--- config.mk ---
export PLATFORM = sky130hd
export DESIGN_NAME = sar_adc_sequencer
export DESIGN_NICKNAME = d
export VERILOG_FILES = /design/src/rtl/sar_pkg.sv /design/src/rtl/sync2.sv /design/src/rtl/sar_adc_sequencer.sv
export SDC_FILE = /design/constraint.sdc
export NUM_CORES = 1
export LEC_CHECK = 0
export CORE_MARGIN = 5
export CORE_UTILIZATION = 45
export DETAILED_ROUTE_END_ITERATION = 10
export MAX_ROUTING_LAYER = met4
export PLACE_DENSITY_LB_ADDON = 0.1
export REMOVE_ABC_BUFFERS = 1
export SLEW_MARGIN = 20
export SYNTH_ARGS = -nofsm -noshare
export SYNTH_HDL_FRONTEND = slang
export SYNTH_SLANG_ARGS = --single-unit
--- constraint.sdc ---
create_clock -name clk_i -period 3.9 [get_ports clk_i]
set_input_delay 1.17 -clock clk_i [delete_from_list [all_inputs] [get_ports clk_i]]
set_output_delay 1.17 -clock clk_i [all_outputs]
set_load 0.01 [all_outputs]
--- src/rtl/sar_pkg.sv ---
`timescale 1ns/1ps
`default_nettype none
// ----------------------------------------------------------------------------
// sar_pkg : shared types and sizing helpers for the SAR ADC sequencer
// Rev 1.0
// ----------------------------------------------------------------------------
package sar_pkg;

  typedef enum logic [1:0] {
    ST_IDLE   = 2'd0,
    ST_SAMPLE = 2'd1,
    ST_TRIAL  = 2'd2,
    ST_DONE   = 2'd3
  } sar_state_t;

  localparam int CH_W = 2;

  // One counter serves both the acquisition and per-bit settle phases.
  function automatic int cnt_width(input int a, input int b);
    int m;
    m = (a > b) ? a : b;
    return (m > 1) ? $clog2(m) : 1;
  endfunction

endpackage
`default_nettype wire

--- src/rtl/sync2.sv ---
`timescale 1ns/1ps
`default_nettype none
// ----------------------------------------------------------------------------
// sync2 : two-flop synchronizer for asynchronous pad inputs, resets to 0
// Rev 1.0
// ----------------------------------------------------------------------------
module sync2 (
  input  logic clk,
  input  logic rst_n,
  input  logic d,
  output logic q
);

  logic meta;

  always_ff @(posedge clk or negedge rst_n) begin
    if (!rst_n) begin
      meta <= 1'b0;
      q    <= 1'b0;
    end else begin
      meta <= d;
      q    <= meta;
    end
  end

endmodule
`default_nettype wire

--- src/rtl/sar_adc_sequencer.sv ---
`timescale 1ns/1ps
`default_nettype none
// ----------------------------------------------------------------------------
// sar_adc_sequencer : round-robin successive-approximation conversion control
// Rev 1.0
// ----------------------------------------------------------------------------
module sar_adc_sequencer
  import sar_pkg::*;
#(
  parameter int BITS          = 12,
  parameter int NUM_CH        = 3,
  parameter int SAMPLE_CYCLES = 4,
  parameter int SETTLE_CYCLES = 8
) (
  input  logic            clk_i,
  input  logic            rst_override_n,
  input  logic            enable_i,
  input  logic            cmp_i,
  output logic [BITS-1:0] dac_o,
  output logic            sample_o,
  output logic [CH_W-1:0] ch_sel_o,
  output logic [BITS-1:0] adc_out_1,
  output logic [BITS-1:0] adc_out_2,
  output logic [BITS-1:0] adc_out_3,
  output logic [BITS-1:0] result_o,
  output logic [CH_W-1:0] result_ch_o,
  output logic            valid_o
);

  localparam int CNT_W = cnt_width(SAMPLE_CYCLES, SETTLE_CYCLES);
  localparam int IDX_W = (BITS > 1) ? $clog2(BITS) : 1;

  localparam logic [CNT_W-1:0] SAMPLE_LAST = CNT_W'(SAMPLE_CYCLES - 1);
  localparam logic [CNT_W-1:0] SETTLE_LAST = CNT_W'(SETTLE_CYCLES - 1);
  localparam logic [CH_W-1:0]  CH_LAST     = CH_W'(NUM_CH - 1);
  localparam logic [IDX_W-1:0] IDX_MSB     = IDX_W'(BITS - 1);
  localparam logic [BITS-1:0]  DAC_MSB     = BITS'(1) << (BITS - 1);

  sar_state_t       state;
  logic [CNT_W-1:0] cnt;
  logic [IDX_W-1:0] idx;
  logic             cmp_s;
  logic [BITS-1:0]  bit_mask;
  logic [BITS-1:0]  trial_next;

  sync2 u_cmp_sync (
    .clk   (clk_i),
    .rst_n (rst_override_n),
    .d     (cmp_i),
    .q     (cmp_s)
  );

  // Resolve the current bit from the comparator and arm the next lower one;
  // at idx 0 the shifted mask is empty so nothing new is armed.
  always_comb begin
    bit_mask   = BITS'(1) << idx;
    trial_next = (cmp_s ? dac_o : (dac_o & ~bit_mask)) | (bit_mask >> 1);
  end

  always_ff @(posedge clk_i or negedge rst_override_n) begin
    if (!rst_override_n) begin
      state       <= ST_IDLE;
      cnt         <= '0;
      idx         <= '0;
      dac_o       <= '0;
      sample_o    <= 1'b0;
      ch_sel_o    <= '0;
      adc_out_1   <= '0;
      adc_out_2   <= '0;
      adc_out_3   <= '0;
      result_o    <= '0;
      result_ch_o <= '0;
      valid_o     <= 1'b0;
    end else begin
      valid_o <= 1'b0;
      case (state)
        ST_IDLE: begin
          dac_o <= '0;
          cnt   <= '0;
          if (enable_i) begin
            state    <= ST_SAMPLE;
            sample_o <= 1'b1;
          end
        end

        ST_SAMPLE: begin
          if (cnt == SAMPLE_LAST) begin
            state    <= ST_TRIAL;
            cnt      <= '0;
            sample_o <= 1'b0;
            dac_o    <= DAC_MSB;
            idx      <= IDX_MSB;
          end else begin
            cnt <= cnt + 1'b1;
          end
        end

        ST_TRIAL: begin
          if (cnt == SETTLE_LAST) begin
            cnt   <= '0;
            dac_o <= trial_next;
            if (idx == '0) begin
              state <= ST_DONE;
            end else begin
              idx <= idx - 1'b1;
            end
          end else begin
            cnt <= cnt + 1'b1;
          end
        end

        ST_DONE: begin
          result_o    <= dac_o;
          result_ch_o <= ch_sel_o;
          valid_o     <= 1'b1;
          case (ch_sel_o)
            2'd0:    adc_out_1 <= dac_o;
            2'd1:    adc_out_2 <= dac_o;
            2'd2:    adc_out_3 <= dac_o;
            default: ;
          endcase
          ch_sel_o <= (ch_sel_o == CH_LAST) ? '0 : ch_sel_o + 1'b1;
          dac_o    <= '0;
          cnt      <= '0;
          if (enable_i) begin
            state    <= ST_SAMPLE;
            sample_o <= 1'b1;
          end else begin
            state <= ST_IDLE;
          end
        end

        default: state <= ST_IDLE;
      endcase
    end
  end

endmodule
`default_nettype wire

==> impl_metrics.toml, run 1 <==
[run]
maxCapViolCount = 0

[floorplanning]
die_h_um = 95.89
io_pins = 70
dieArea_um2 = 9194
start_util_pct = 46.01
core_area_um2 = 7214
die-width_um = 95.89
rows = 31

[worst_setup_path]
path_depth = 1
r2r-end = "dac_o[1]$_DFFE_PN0P_"
path_delay_family = "buffers and inverters"
worstRegToRegCells = 5
critical_path_buf_inv_count = 1
worstSetupStartpointType = "flip-flop"
cp_max_fo = 6
slowest_stage = "clkdlybuf4s50_1"
r2r_start = "state[0]$_DFFE_PN0P_"
cp-startpoint = "dac_o[8]$_DFFE_PN0P_"
worst-r2r-setup-slack_ps = 1550
crit_path_cell_trace = "clkdlybuf4s50_1"
arrival_ps = 1380
cp-end-kind = "output port"
critPathKind = "reg2out"
cp_slowest_stage_delay_ps = 580
endpoint = "dac_o[8]"
required_ps = 2730

[synth]
ys_types = 37
seq_area_frac_synth_pct = 58.05
synth.avg_cell_area_um2 = 13.17
yosys_warnings = 0
ys_seq_elements = 77
synthCells = 252
synth_area_um2 = 3319

[detailed_routing]
wl_um = 6725
vias = 2211
drtPass1Iterations = 4
drtAntennaViolNets = 0
wire_per_inst_um = 15.64
drc = 0
viasPerCell = 5.142
drt-initial-drc-count = 92

[outcome]
status = "complete, no violations"

[power_and_ir_drop]
p_leak_uw = 0.002020
power.density_nw_per_um2 = 562.0
ir_drop_v = 0.0003320

[global_routing]
grt_usage_pct = 16.35
grt_max_degree = 78
grt_pass1_vias = 2106
grt_overflow_total = 0
grt_antenna_before_repair = 0
grt_pass1_wl_um = 11060

[sta]
max_freq_mhz = 392.1
skew_ps = 11.99
finalSetupViolations = 0
tightest_slew_ps = 942.4
period_share_pct = 65.40
slew_headroom_pct = 37.17
maxSlewViolCount = 0
rsz0062_at_grt = "no"
hold_viol_final = 0
setup_ws_ps = 1350
tns_ps = 0
min_period_ps = 2550

[clock_tree]
cts_resized = 0
worst_setup_hold_path_clk_slew_ps = 80
post_cts_buffers = 0
htreeDepth = 3
ctsHoldBuffers = 0
clock_path_buffers = 2
cts_buffers = 9
cts.sinks = 77
insertion_delay_ps = 350
root_buffer = "clkbuf_8"
cts_tree = "built"

[placement]
place_ws_ps = 1410
io_buffer_count = 69
dp_hpwl_um = 4703
gp_congestion = 0.9025

[final_layout]
syn_to_final_growth_pct = 30.15
n_antenna_cell = 0
nets = 345
drive_gt1_share_pct = 23.26

[min_path]
hold_class = "reg2reg"
==> report_power, final <==
part	switching, uW	internal, uW
sequential	83.0	907
clock	295	317
combinational	437	389
total	815	1610
==> worst min-delay path by stage <==
stage	slack, ps	depth (start not counted)	end	start
global placement	340	0	u_cmp_sync.q$_DFF_PN0_	u_cmp_sync.meta$_DFF_PN0_
global route	360	0	u_cmp_sync.q$_DFF_PN0_	u_cmp_sync.meta$_DFF_PN0_
CTS	350	0	u_cmp_sync.q$_DFF_PN0_	u_cmp_sync.meta$_DFF_PN0_
finish	350	0	u_cmp_sync.q$_DFF_PN0_	u_cmp_sync.meta$_DFF_PN0_
detailed placement	330	0	u_cmp_sync.q$_DFF_PN0_	u_cmp_sync.meta$_DFF_PN0_
floorplan	330	0	u_cmp_sync.q$_DFF_PN0_	u_cmp_sync.meta$_DFF_PN0_
==> kinds of logic after synthesis <==
family	Yosys count	share of synthesized area, %
adder cells (fa/ha/maj)	15	5.654
buffers and inverters	17	2.224
multiplexers	51	17.26
AO/OA/AOI/OAI	45	9.311
AND/OR/NAND/NOR	47	7.501
flip-flops	77	58.05
==> state kept, by name (all words and copies together), names as in the netlist <==
signal,cells
sample_o,1
ch_sel_o,2
adc_out_3,12
valid_o,1
cnt,3
result_ch_o,2
u_cmp_sync.meta,1
idx,4
dac_o,12
u_cmp_sync.q,1
adc_out_2,12
result_o,12
state,2
adc_out_1,12
==> cells in the mapped netlist (all sizes together) <==
cell type | number | share of area, %
a22o | 11 | 3.0
o21a | 1 | 0.23
and3 | 1 | 0.19
nand2b | 8 | 1.5
mux2i | 1 | 0.30
or3 | 1 | 0.19
a32o | 1 | 0.30
and2b | 1 | 0.23
nand3 | 2 | 0.30
and4 | 1 | 0.30
nand4 | 1 | 0.19
a2111oi | 1 | 0.83
buf | 5 | 0.83
nor3 | 4 | 0.60
mux2 | 50 | 17
ha | 15 | 5.7
o21ai | 18 | 2.7
nor4 | 1 | 0.19
nand2 | 8 | 0.90
inv | 9 | 1.0
a31oi | 1 | 0.19
a21oi | 8 | 1.2
o22ai | 1 | 0.19
nor2 | 12 | 1.4
clkbuf | 3 | 0.38
or3b | 1 | 0.34
nor2b | 2 | 0.38
or2 | 2 | 0.38
a22oi | 1 | 0.23
dfrtp | 77 | 58
a211oi | 1 | 0.23
a21o | 1 | 0.23
or2b | 2 | 0.45
==> final cells by class <==
class / count / area [um^2]
clock inverters: 6 / 71.32
repair buffers: 71 / 703.2
multi-input cells: 158 / 1324
well taps: 99 / 123.9
inverters: 9 / 33.78
clock buffers: 10 / 137.6
fillers: 621 / 2894
flip-flops and latches: 77 / 1927
==> cell usage in the layout (no fill, tap or decap), types with 2 or more instances in the layout <==
cell type	netlist	layout
ha_1	15	15
clkinvlp_4	0	2
buf_4	1	3
a22o_1	9	9
dfrtp_1	77	77
mux2_2	50	50
or2_2	2	2
a22o_2	2	2
clkdlybuf4s50_1	0	68
nand3_1	2	2
clkbuf_8	0	10
a21oi_1	8	8
o21ai_0	17	17
nand2_1	8	8
inv_1	9	9
nor3_1	4	3
nor2_1	12	12
nand2b_1	8	8
or2b_1	2	2
clkinv_4	0	2
nor2b_1	2	2
==> stage by stage <==
step	hold WS (ps)	instances	cell area, um^2	utilization (%)	power [uW]
CTS	352.2	430	4320	59.89	2457
global placement	336.6	414	4111	56.99	1827
detailed placement	334.7	414	4111	56.99	1841
finish	350.8	430	4320	59.89	2428
global route	357.7	430	4320	59.89	2582
floorplan	331.2	244	3279	-	1505
==> per-layer routing <==
metal	vias to the layer above	wire length (um)	track usage, %
met5	-	0	-
met4	0	65	6.043
met3	5	367	3.049
met2	48	3125	23.86
met1	1103	3166	22.83
li1	1055	-	-
Power figures use the tool's default switching activity.
==> run 2: changes to the inputs <==
==> constraint.sdc (replaced) <==
create_clock -name clk_i -period 2.22 [get_ports clk_i]
set_input_delay 0.666 -clock clk_i [delete_from_list [all_inputs] [get_ports clk_i]]
set_output_delay 0.666 -clock clk_i [all_outputs]
set_load 0.01 [all_outputs]
==> impl_metrics.toml, run 2 (synthesis gave the netlist of run 1 again) <==
[floorplanning]
die-width_um = 95.89
dieArea_um2 = 9194
core_area_um2 = 7214
rows = 31
die_h_um = 95.89
start_util_pct = 46.01
io_pins = 70

[global_routing]
grt_usage_pct = 16.95
grt_max_degree = 46
grt_antenna_before_repair = 0
grt_overflow_total = 0
grt_pass1_wl_um = 11410
grt_pass1_vias = 2221

[power_and_ir_drop]
ir_drop_v = 0.0006379
p_comb_share_pct = 35.4
p_leak_uw = 0.002053
power.density_nw_per_um2 = 982.6
swShare_pct = 33.02
power.switching_uw = 1417
intPower_uw = 2873
power_frac_seq_pct = 40.6
p_clk_share_pct = 24.0

[clock_tree]
cts_buffers = 9
ctsHoldBuffers = 0
insertion_delay_ps = 340
root_buffer = "clkbuf_8"
cts.sinks = 77
worst_setup_hold_path_clk_slew_ps = 80
clock_path_buffers = 2
post_cts_buffers = 0
cts_tree = "built"
htreeDepth = 3
cts_resized = 0

[sta]
slew_headroom_pct = 62.52
rsz0062_at_grt = "no"
period_share_pct = 92.16
setup_ws_ps = 174.1
tns_ps = 0
finalSetupViolations = 0
max_freq_mhz = 488.8
skew_ps = 9.128
hold_viol_final = 0
tightest_slew_ps = 562.2
min_period_ps = 2046
maxSlewViolCount = 0

[worst_setup_path]
path_delay_family = "buffers and inverters"
worstRegToRegCells = 6
arrival_ps = 1380
cp_max_fo = 6
critPathKind = "reg2out"
crit_path_cell_trace = "clkdlybuf4s50_1"
r2r-end = "state[0]$_DFFE_PN0P_"
required_ps = 1550
critical_path_buf_inv_count = 1
worst-r2r-setup-slack_ps = 180
slowest_stage = "clkdlybuf4s50_1"
r2r_start = "idx[0]$_DFFE_PN0P_"
worstSetupStartpointType = "flip-flop"
cp_slowest_stage_delay_ps = 580
cp-end-kind = "output port"

[final_layout]
final_common_cell = "dfrtp_1"
n_antenna_cell = 0
final_cell_mix = "dfrtp_1 (77), clkdlybuf4s50_1 (68), mux2_2 (50), o21ai_0 (17), ha_1 (15)"
syn_to_final_growth_pct = 31.51
nets = 351
final_cells = 435
drive_gt1_share_pct = 24.40
post-route-util_pct = 60.51

[min_path]
hold_class = "in2async"

[detailed_routing]
drtPass1Iterations = 4
vias = 2195
drtAntennaViolNets = 0
wire_per_inst_um = 15.65
drc = 0
drt-initial-drc-count = 85
routed-wl-met3_um = 295
topRoutingLayerUsed = "met4"
wl_um = 6808
wl_met1_um = 3109
viasPerCell = 5.046
route.met2.wl_um = 3300

[placement]
gp_congestion = 0.8702
dp_hpwl_um = 4958
dp_cells = 420
place_ws_ps = 198.6
io_buffer_count = 69

[run]
maxCapViolCount = 0

[outcome]
status = "complete, no violations"
[run 2: worst max path at each step]
stage	cells past startpoint	startpoint	slack, ps	end
final	1	dac_o[3]$_DFFE_PN0P_	170	dac_o[3]
after CTS	1	dac_o[1]$_DFFE_PN0P_	150	dac_o[1]
after global placement	5	enable_i	270	state[0]$_DFFE_PN0P_
after global routing	5	state[0]$_DFFE_PN0P_	30	dac_o[7]$_DFFE_PN0P_
after floorplan	4	state[0]$_DFFE_PN0P_	-270	adc_out_1[0]$_DFFE_PN0P_
after detailed placement	6	idx[0]$_DFFE_PN0P_	200	state[0]$_DFFE_PN0P_
[run 2: per-layer routing]
| metal | vias to the layer above | global-route usage, % |
|---|---|---|
| li1 | 1049 | - |
| met3 | 8 | 3.127 |
| met4 | 0 | 7.346 |
| met2 | 43 | 25.71 |
| met5 | - | - |
| met1 | 1095 | 22.36 |
[run 2: cell type report]
| cell class | count | area (um^2) |
|---|---|---|
| fillers | 612 | 2849 |
| repair buffers | 77 | 760.7 |
| flip-flops and latches | 77 | 1927 |
| clock buffers | 11 | 141.4 |
| multi-input cells | 158 | 1330 |
| clock inverters | 4 | 48.80 |
| well taps | 99 | 123.9 |
| inverters | 9 | 33.78 |
[run 2: power by group through the flow]
stage	registers (uW)	clock network [uW]	logic, uW
4_1_cts	1740	1060	1530
3_5_place_dp	1770	0	1530
5_1_grt	1770	1130	1680
2_1_floorplan	1810	0	837
6_report	1740	1030	1520
3_3_place_gp	1760	0	1520
[run 2: through the flow]
step	area (um^2)	hold WS, ps	power [uW]
floorplan	3279	331.2	2644
global placement	4169	337.2	3283
detailed placement	4169	337.1	3300
CTS	4359	265.0	4332
global route	4365	271.1	4577
finish	4365	251.4	4290
==> run 3: changes to the inputs <==
--- a/config.mk
+++ b/config.mk
@@ -11,7 +11,6 @@
 export MAX_ROUTING_LAYER = met4
 export PLACE_DENSITY_LB_ADDON = 0.1
 export REMOVE_ABC_BUFFERS = 1
-export SLEW_MARGIN = 20
 export SYNTH_ARGS = -nofsm -noshare
 export SYNTH_HDL_FRONTEND = slang
 export SYNTH_SLANG_ARGS = --single-unit
==> results of run 3 <==
No change in the layout: final DEF, timing and power equal those of run 2.
